===== src/rtl/apb_quad_counter.sv =====
// apb_quad_counter: multi-channel quadrature encoder counter on an APB slave.
// Each channel synchronises its A/B/Z pins, runs a programmable glitch filter,
// decodes x1/x2/x4 steps into a wrapping counter, captures the count on index
// rising edges and raises a level interrupt from its sticky status flags.
//
// Ports:
//   sys_clock    - sole clock for encoder logic and APB
//   reset        - asynchronous, active-high reset
//   enc_a/b/z    - per-channel encoder phase A, phase B and index (async pins)
//   apb_psel, apb_penable, apb_pwrite, apb_paddr, apb_pwdata - APB slave inputs
//   apb_prdata   - registered read data (captured in the setup phase)
//   irq          - per-channel registered level interrupt
//
// Channel n occupies byte offsets n*0x10 + {0x0 CTRL, 0x4 COUNT, 0x8 CAPTURE, 0xC STAT}.
module apb_quad_counter #(
    parameter int CHANNELS  = 2,
    parameter int CNT_BITS  = 32,
    parameter int FILT_BITS = 4,
    parameter int ADDR_BITS = 12
) (
    input  logic                 sys_clock,
    input  logic                 reset,
    input  logic [CHANNELS-1:0]  enc_a,
    input  logic [CHANNELS-1:0]  enc_b,
    input  logic [CHANNELS-1:0]  enc_z,
    input  logic                 apb_psel,
    input  logic                 apb_penable,
    input  logic                 apb_pwrite,
    input  logic [ADDR_BITS-1:0] apb_paddr,
    input  logic [31:0]          apb_pwdata,
    output logic [31:0]          apb_prdata,
    output logic [CHANNELS-1:0]  irq
);

    localparam int CH_W = ADDR_BITS - 4;

    logic [CH_W-1:0]            ch_s;
    logic [3:0]                 off_s;
    logic                       ch_ok_s;
    logic                       wr_s;
    logic                       rd_setup_s;
    logic [CHANNELS-1:0]        hit_s;
    logic [CHANNELS-1:0][31:0]  rd_words_s;
    logic [31:0]                rdata_s;
    logic                       unused_s;

    assign ch_s       = apb_paddr[ADDR_BITS-1:4];
    assign off_s      = apb_paddr[3:0];
    assign ch_ok_s    = (ch_s < CH_W'(CHANNELS));
    assign wr_s       = apb_psel & apb_penable & apb_pwrite;
    assign rd_setup_s = apb_psel & ~apb_penable & ~apb_pwrite;
    // Not every write-data bit reaches a register field.
    assign unused_s   = ^apb_pwdata;

    for (genvar n = 0; n < CHANNELS; n++) begin : g_ch
        // Signal bundles are ordered {a, b, z}.
        logic [2:0]           sync1_r;
        logic [2:0]           sync2_r;
        logic [2:0]           filt_out_r;
        logic [FILT_BITS-1:0] filt_cnt_r [3];

        logic                 en_r;
        logic [1:0]           mode_r;
        logic                 dir_inv_r;
        logic                 zclr_r;
        logic                 ie_idx_r;
        logic                 ie_err_r;
        logic [FILT_BITS-1:0] filt_r;

        logic [1:0]           prev_ab_r;
        logic                 prev_z_r;
        logic [CNT_BITS-1:0]  count_r;
        logic [CNT_BITS-1:0]  capture_r;
        logic                 idx_r;
        logic                 err_r;
        logic                 irq_r;

        logic                 sel_s;
        logic                 wr_ctrl_s;
        logic                 wr_count_s;
        logic                 wr_stat_s;
        logic [1:0]           ab_s;
        logic                 z_s;
        logic                 a_chg_s;
        logic                 b_chg_s;
        logic                 fwd_s;
        logic                 step_s;
        logic                 up_s;
        logic                 illegal_s;
        logic                 z_rise_s;
        logic [31:0]          word_s;

        assign sel_s      = ch_ok_s & (ch_s == CH_W'(n));
        assign hit_s[n]   = sel_s;
        assign wr_ctrl_s  = wr_s & sel_s & (off_s == 4'h0);
        assign wr_count_s = wr_s & sel_s & (off_s == 4'h4);
        assign wr_stat_s  = wr_s & sel_s & (off_s == 4'hC);

        assign ab_s      = filt_out_r[2:1];
        assign z_s       = filt_out_r[0];
        assign a_chg_s   = ab_s[1] ^ prev_ab_r[1];
        assign b_chg_s   = ab_s[0] ^ prev_ab_r[0];
        // For a single-phase change, the step is forward exactly when the old A equals the new B.
        assign fwd_s     = ~(prev_ab_r[1] ^ ab_s[0]);
        assign illegal_s = a_chg_s & b_chg_s;
        assign z_rise_s  = z_s & ~prev_z_r;

        // Two-flop synchroniser for the asynchronous encoder pins.
        always_ff @(posedge sys_clock or posedge reset) begin
            if (reset) begin
                sync1_r <= 3'b000;
                sync2_r <= 3'b000;
            end else begin
                sync1_r <= {enc_a[n], enc_b[n], enc_z[n]};
                sync2_r <= sync1_r;
            end
        end

        // Glitch filter: accept a new level after it has differed for filt+1 cycles.
        always_ff @(posedge sys_clock or posedge reset) begin
            if (reset) begin
                filt_out_r <= 3'b000;
                for (int k = 0; k < 3; k++) begin
                    filt_cnt_r[k] <= '0;
                end
            end else begin
                for (int k = 0; k < 3; k++) begin
                    if (sync2_r[k] == filt_out_r[k]) begin
                        filt_cnt_r[k] <= '0;
                    end else if (filt_cnt_r[k] == filt_r) begin
                        filt_out_r[k] <= sync2_r[k];
                        filt_cnt_r[k] <= '0;
                    end else begin
                        filt_cnt_r[k] <= filt_cnt_r[k] + FILT_BITS'(1);
                    end
                end
            end
        end

        // CTRL register.
        always_ff @(posedge sys_clock or posedge reset) begin
            if (reset) begin
                en_r      <= 1'b0;
                mode_r    <= 2'b00;
                dir_inv_r <= 1'b0;
                zclr_r    <= 1'b0;
                ie_idx_r  <= 1'b0;
                ie_err_r  <= 1'b0;
                filt_r    <= '0;
            end else if (wr_ctrl_s) begin
                en_r      <= apb_pwdata[0];
                mode_r    <= apb_pwdata[2:1];
                dir_inv_r <= apb_pwdata[3];
                zclr_r    <= apb_pwdata[4];
                ie_idx_r  <= apb_pwdata[5];
                ie_err_r  <= apb_pwdata[6];
                filt_r    <= apb_pwdata[FILT_BITS+7:8];
            end else begin
                en_r      <= en_r;
                mode_r    <= mode_r;
                dir_inv_r <= dir_inv_r;
                zclr_r    <= zclr_r;
                ie_idx_r  <= ie_idx_r;
                ie_err_r  <= ie_err_r;
                filt_r    <= filt_r;
            end
        end

        // Step qualification by decode mode; up_s already includes direction inversion.
        always_comb begin
            step_s = 1'b0;
            up_s   = 1'b0;
            if (a_chg_s ^ b_chg_s) begin
                case (mode_r)
                    2'b01: begin
                        step_s = a_chg_s;
                        up_s   = fwd_s ^ dir_inv_r;
                    end
                    2'b10: begin
                        step_s = a_chg_s & ab_s[1];
                        up_s   = ~ab_s[0] ^ dir_inv_r;
                    end
                    default: begin
                        step_s = 1'b1;
                        up_s   = fwd_s ^ dir_inv_r;
                    end
                endcase
            end else begin
                step_s = 1'b0;
                up_s   = 1'b0;
            end
        end

        // Count, capture, status flags and interrupt; previous state tracks even when disabled.
        always_ff @(posedge sys_clock or posedge reset) begin
            if (reset) begin
                prev_ab_r <= 2'b00;
                prev_z_r  <= 1'b0;
                count_r   <= '0;
                capture_r <= '0;
                idx_r     <= 1'b0;
                err_r     <= 1'b0;
                irq_r     <= 1'b0;
            end else begin
                prev_ab_r <= ab_s;
                prev_z_r  <= z_s;
                if (wr_count_s) begin
                    count_r <= apb_pwdata[CNT_BITS-1:0];
                end else if (en_r && z_rise_s && zclr_r) begin
                    count_r <= '0;
                end else if (en_r && step_s) begin
                    count_r <= up_s ? count_r + CNT_BITS'(1) : count_r - CNT_BITS'(1);
                end else begin
                    count_r <= count_r;
                end
                if (en_r && z_rise_s) begin
                    capture_r <= count_r;
                end else begin
                    capture_r <= capture_r;
                end
                // Hardware set is ORed in after the W1C so it wins a same-cycle clear.
                idx_r <= (idx_r & ~(wr_stat_s & apb_pwdata[0])) | (en_r & z_rise_s);
                err_r <= (err_r & ~(wr_stat_s & apb_pwdata[1])) | (en_r & illegal_s);
                irq_r <= (idx_r & ie_idx_r) | (err_r & ie_err_r);
            end
        end

        // Per-channel read word, zero-extended.
        always_comb begin
            case (off_s)
                4'h0:    word_s = 32'({filt_r, 1'b0, ie_err_r, ie_idx_r, zclr_r, dir_inv_r, mode_r, en_r});
                4'h4:    word_s = 32'(count_r);
                4'h8:    word_s = 32'(capture_r);
                4'hC:    word_s = {30'd0, err_r, idx_r};
                default: word_s = 32'd0;
            endcase
        end

        assign rd_words_s[n] = word_s;
        assign irq[n]        = irq_r;
    end

    // Read mux across channels; an unselected or out-of-range channel contributes zero.
    always_comb begin
        rdata_s = 32'd0;
        for (int n = 0; n < CHANNELS; n++) begin
            rdata_s = rdata_s | (hit_s[n] ? rd_words_s[n] : 32'd0);
        end
    end

    // Read data captured in the setup phase and held until the next read setup.
    always_ff @(posedge sys_clock or posedge reset) begin
        if (reset) begin
            apb_prdata <= 32'd0;
        end else if (rd_setup_s) begin
            apb_prdata <= rdata_s;
        end else begin
            apb_prdata <= apb_prdata;
        end
    end

endmodule


===== config.mk =====
export PLATFORM = sky130hd
export DESIGN_NAME = apb_quad_counter
export DESIGN_NICKNAME = d
export VERILOG_FILES = /design/src/rtl/apb_quad_counter.sv
export SDC_FILE = /design/constraint.sdc
export NUM_CORES = 1
export LEC_CHECK = 0
export CAP_MARGIN = 10
export CORE_UTILIZATION = 50
export DETAILED_ROUTE_END_ITERATION = 8
export HOLD_SLACK_MARGIN = 0.03
export PLACE_DENSITY = 0.74
export SLEW_MARGIN = 20
export SYNTH_ARGS = -nofsm -noshare
export SYNTH_HDL_FRONTEND = slang
export SYNTH_SLANG_ARGS = --single-unit

===== constraint.sdc =====
create_clock -name sys_clock -period 10.4 [get_ports sys_clock]
set_clock_uncertainty 0.2 [all_clocks]
set_input_delay 2.08 -clock sys_clock [delete_from_list [all_inputs] [get_ports sys_clock]]
set_output_delay 2.08 -clock sys_clock [all_outputs]
set_load 0.01 [all_outputs]

==> impl_metrics.toml <==
[hold_path]
min_path_type = "reg2reg"

[timing]
max_slew.worst_pin.slew_ns = 1.02
slew_headroom_pct = 31.6
finalCritPeriodShare_pct = 54.9
fin_tns_setup_ns = 0
max_freq_mhz = 175
rsz0062_at_grt = "false"
setup_violations = 0
period_needed_ns = 5.71
hold_viol_final = 0
slew_violations = 0

[logic_synthesis]
syn_avg_cell_area_um2 = 9.15
synth_edf_count = 0
synthFlopType = "dfrtp_1"
synth_seq_cells = 236
synth_area_leaders = "dfrtp_1 (42%), nand2_1 (8.6%), ha_1 (7.9%)"
yosys.area.top_type_share_pct = 42.3
yosysUniqueCellTypes = 67
synthCells = 1528
async_flop_share_pct = 100
synth-seq-area-share_pct = 42.3
synthesis.nets = 1673
synth_top_area_cell = "dfrtp_1"
yosys_warnings = 0
synthesis.area_um2 = 14000

[critical_path]
endpoint_kind = "flip-flop"
required_ns = 10.55
cp_data_arrival_time_ns = 5.86
path_max_fanout = 45
cp-start-kind = "primary input"
crit_type = "in2reg"

[global_routing]
grt_pass1_wl_um = 60400
grt_max_degree = 92
grt_use_total_pct = 26.7
globalRouteOverflowTotal = 0
grt_pass1_vias = 11000
antenna_found_initial = 0

[place]
place_area_um2 = 15200
dp_hpwl_um = 27000
io_buffers = 88
gp_congestion = 0.910

[cells_and_area]
design_area_um2 = 16000
syn2layout_area_growth_pct = 14.6
drive_gt1_share_pct = 7.24
layout.nets = 1730
n_fill_cell = 2330

[detailed_routing]
post_drt_wl_per_cell_um = 19.0
avgViaCountPerCell = 5.86
drtIter0Drc = 991
first_pass_iters = 6
vias = 11600
drc = 0
drtAntennaViolNets = 0
routed_wl_um = 37500

[power]
p_per_area_nw_per_um2 = 146
p_leak_nw = 7.41
vdd_drop_max_mv = 0.142

[clock_network]
clock_path_buffers = 3
cts_tree = "yes"
numCtsBuffers = 25
cts_root_buf = "clkbuf_16"
clk_pin_slew_ns = 0.06
clock-sinks = 236
hold_buffers = 0
worstSkewPairLatency_ns = 0.53
cts_resized = 0
cts-htree-levels = 1
cts_setup_buffers = 0

[die]
core-area_um2 = 27200
rows = 60
start_util_pct = 51.4
die_area_um2 = 28600
die_height_um = 169
die_x_um = 169
io_pins = 89

[outcome]
status = "finished clean"

[job]
cap_violations = 0
## metal layers
layer  global-route usage, %  routed length, um  vias up  share of wire [%]
li1                        -                  -     5543                  -
met1                    38.8              17100     5599                 46
met2                    40.7              16500      365                 44
met3                    4.20               2700       69                7.2
met4                    9.20               1210        0                3.2
met5                       0                  0        -                  0
## critical path, stage by stage
cell and delay [ns]:
clkdlybuf4s50_1 0.85, nor4b_4 0.37, buf_4 0.48, nand4_1 0.34
nor2_4 0.72, a21oi_1 0.39, nand2_1 0.41, o221ai_1 0.18
## logic make-up (layout without fill, tap and decap cells)
kind of cell               Yosys count  after routing  synth area share (%)
other                                0              1                     0
xor gates and xnor gates           110            110                  6.89
and+or+nand+nor                    508            508                  15.3
DFF                                236            236                  42.3
buffers and inverters              103            177                  3.08
adders and majority gates           90             90                  8.17
muxes                               49             49                  3.92
AOI/OAI and AO/OA                  432            432                  20.4
## cells in the final DEF (no fill, tap or decap), types with 3 or more instances in the layout
cell type        instances
nor2b_1                  8
clkbuf_16               25
buf_4                   18
nand2_1                322
xnor2_1                 43
a21oi_1                 93
clkbuf_8                 4
inv_1                   26
a31oi_1                 12
o21ai_1                  7
nand2b_1                11
a21o_1                  29
and2_1                   4
nand4_1                 10
clkdlybuf4s50_1         88
nor2_1                  91
o21ai_0                106
a31o_2                   3
mux2_2                  26
xor2_1                  67
nor4_1                   8
o22ai_1                  3
a32oi_1                  7
o21a_1                  26
nor3_1                  13
o221ai_1                23
ha_1                    88
o21bai_1                 8
nand3_1                 22
clkinv_2                 9
a22oi_1                 63
a211oi_1                10
mux2i_1                 21
a211oi_2                 4
and3_1                   3
a22o_1                  14
dfrtp_1                236
## path summary, 6_finish.rpt
check                                                  end  depth (start not counted)  slack [ns]                               from
setup / recovery           g_ch[0].count_r[19]$_DFFE_PP0P_                          8        4.69                       apb_paddr[3]
hold / removal                g_ch[0].sync2_r[0]$_DFF_PP0_                          0        0.15       g_ch[0].sync1_r[0]$_DFF_PP0_
setup reg to reg           g_ch[1].count_r[31]$_DFFE_PP0P_                         15        6.26  g_ch[1].filt_out_r[2]$_DFFE_PP0P_
hold reg to reg               g_ch[0].sync2_r[0]$_DFF_PP0_                          0        0.15       g_ch[0].sync1_r[0]$_DFF_PP0_
max in group asynchronous  g_ch[0].count_r[22]$_DFFE_PP0P_                          3        6.74                              reset
min in group asynchronous        apb_prdata[0]$_DFFE_PP0P_                          2        1.83                              reset
## layout make-up
type                    instances  area (um2)  area share (%)
diodes                          1        2.50          0.0156
well taps                     372         465            2.91
clock buffers                  31         688            4.30
repair buffers                106        1020            6.35
inverters                      27         109           0.680
flip-flops and latches        236        5910            36.9
multi-input cells            1189        7700            48.1
clock inverters                13         121           0.758
## stage by stage
step                      power (mW)  util, %  cells  hold slack (ns)  setup slack (ns)
after floorplan                 1.31        -   1528            0.131              1.65
after global placement          1.46     55.9   1930            0.132              4.29
after detailed placement        1.47     55.9   1930            0.136              4.23
after CTS                       2.35     58.9   1974            0.150              4.76
after global routing            2.44     58.9   1974            0.152              4.35
final                           2.34     58.9   1975            0.147              4.69
## sequential cells by signal (all words and copies together) (netlist names)
| register | cells |
|---|---|
| g_ch.prev_z_r | 2 |
| g_ch.en_r | 2 |
| g_ch.sync2_r | 6 |
| g_ch.zclr_r | 2 |
| g_ch.dir_inv_r | 2 |
| g_ch.filt_out_r | 6 |
| g_ch.count_r | 64 |
| g_ch.err_r | 2 |
| g_ch.mode_r | 4 |
| g_ch.prev_ab_r | 4 |
| g_ch.idx_r | 2 |
| apb_prdata | 32 |
| g_ch.filt_cnt_r | 24 |
| g_ch.filt_r | 8 |
| g_ch.sync1_r | 6 |
| g_ch.ie_err_r | 2 |
| g_ch.irq_r | 2 |
| g_ch.ie_idx_r | 2 |
| g_ch.capture_r | 64 |
## synthesized netlist by cell type (7+ instances only)
library cell    n
a211oi_1       10
a21o_1         29
a21oi_1        94
a22o_1         14
a22oi_1        63
a31oi_1        12
a32oi_1         7
buf_2          10
clkbuf_1       57
dfrtp_1       236
ha_1           88
inv_1          27
mux2_2         26
mux2i_1        21
nand2_1       322
nand2b_1       11
nand3_1        22
nand4_1        10
nor2_1         93
nor2b_1         8
nor3_1         15
nor4_1          8
o21a_1         26
o21ai_0       107
o21bai_1        8
o221ai_1       23
xnor2_1        43
xor2_1         67
## where the power goes
part	leakage (nW)	total, mW	internal (mW)	switching, mW
registers	3.05	0.973	0.948	0.0256
clock network	0.407	0.887	0.517	0.370
logic	3.95	0.485	0.209	0.275
total	7.41	2.34	1.67	0.670
No activity file was read; power rests on OpenSTA's default activity.
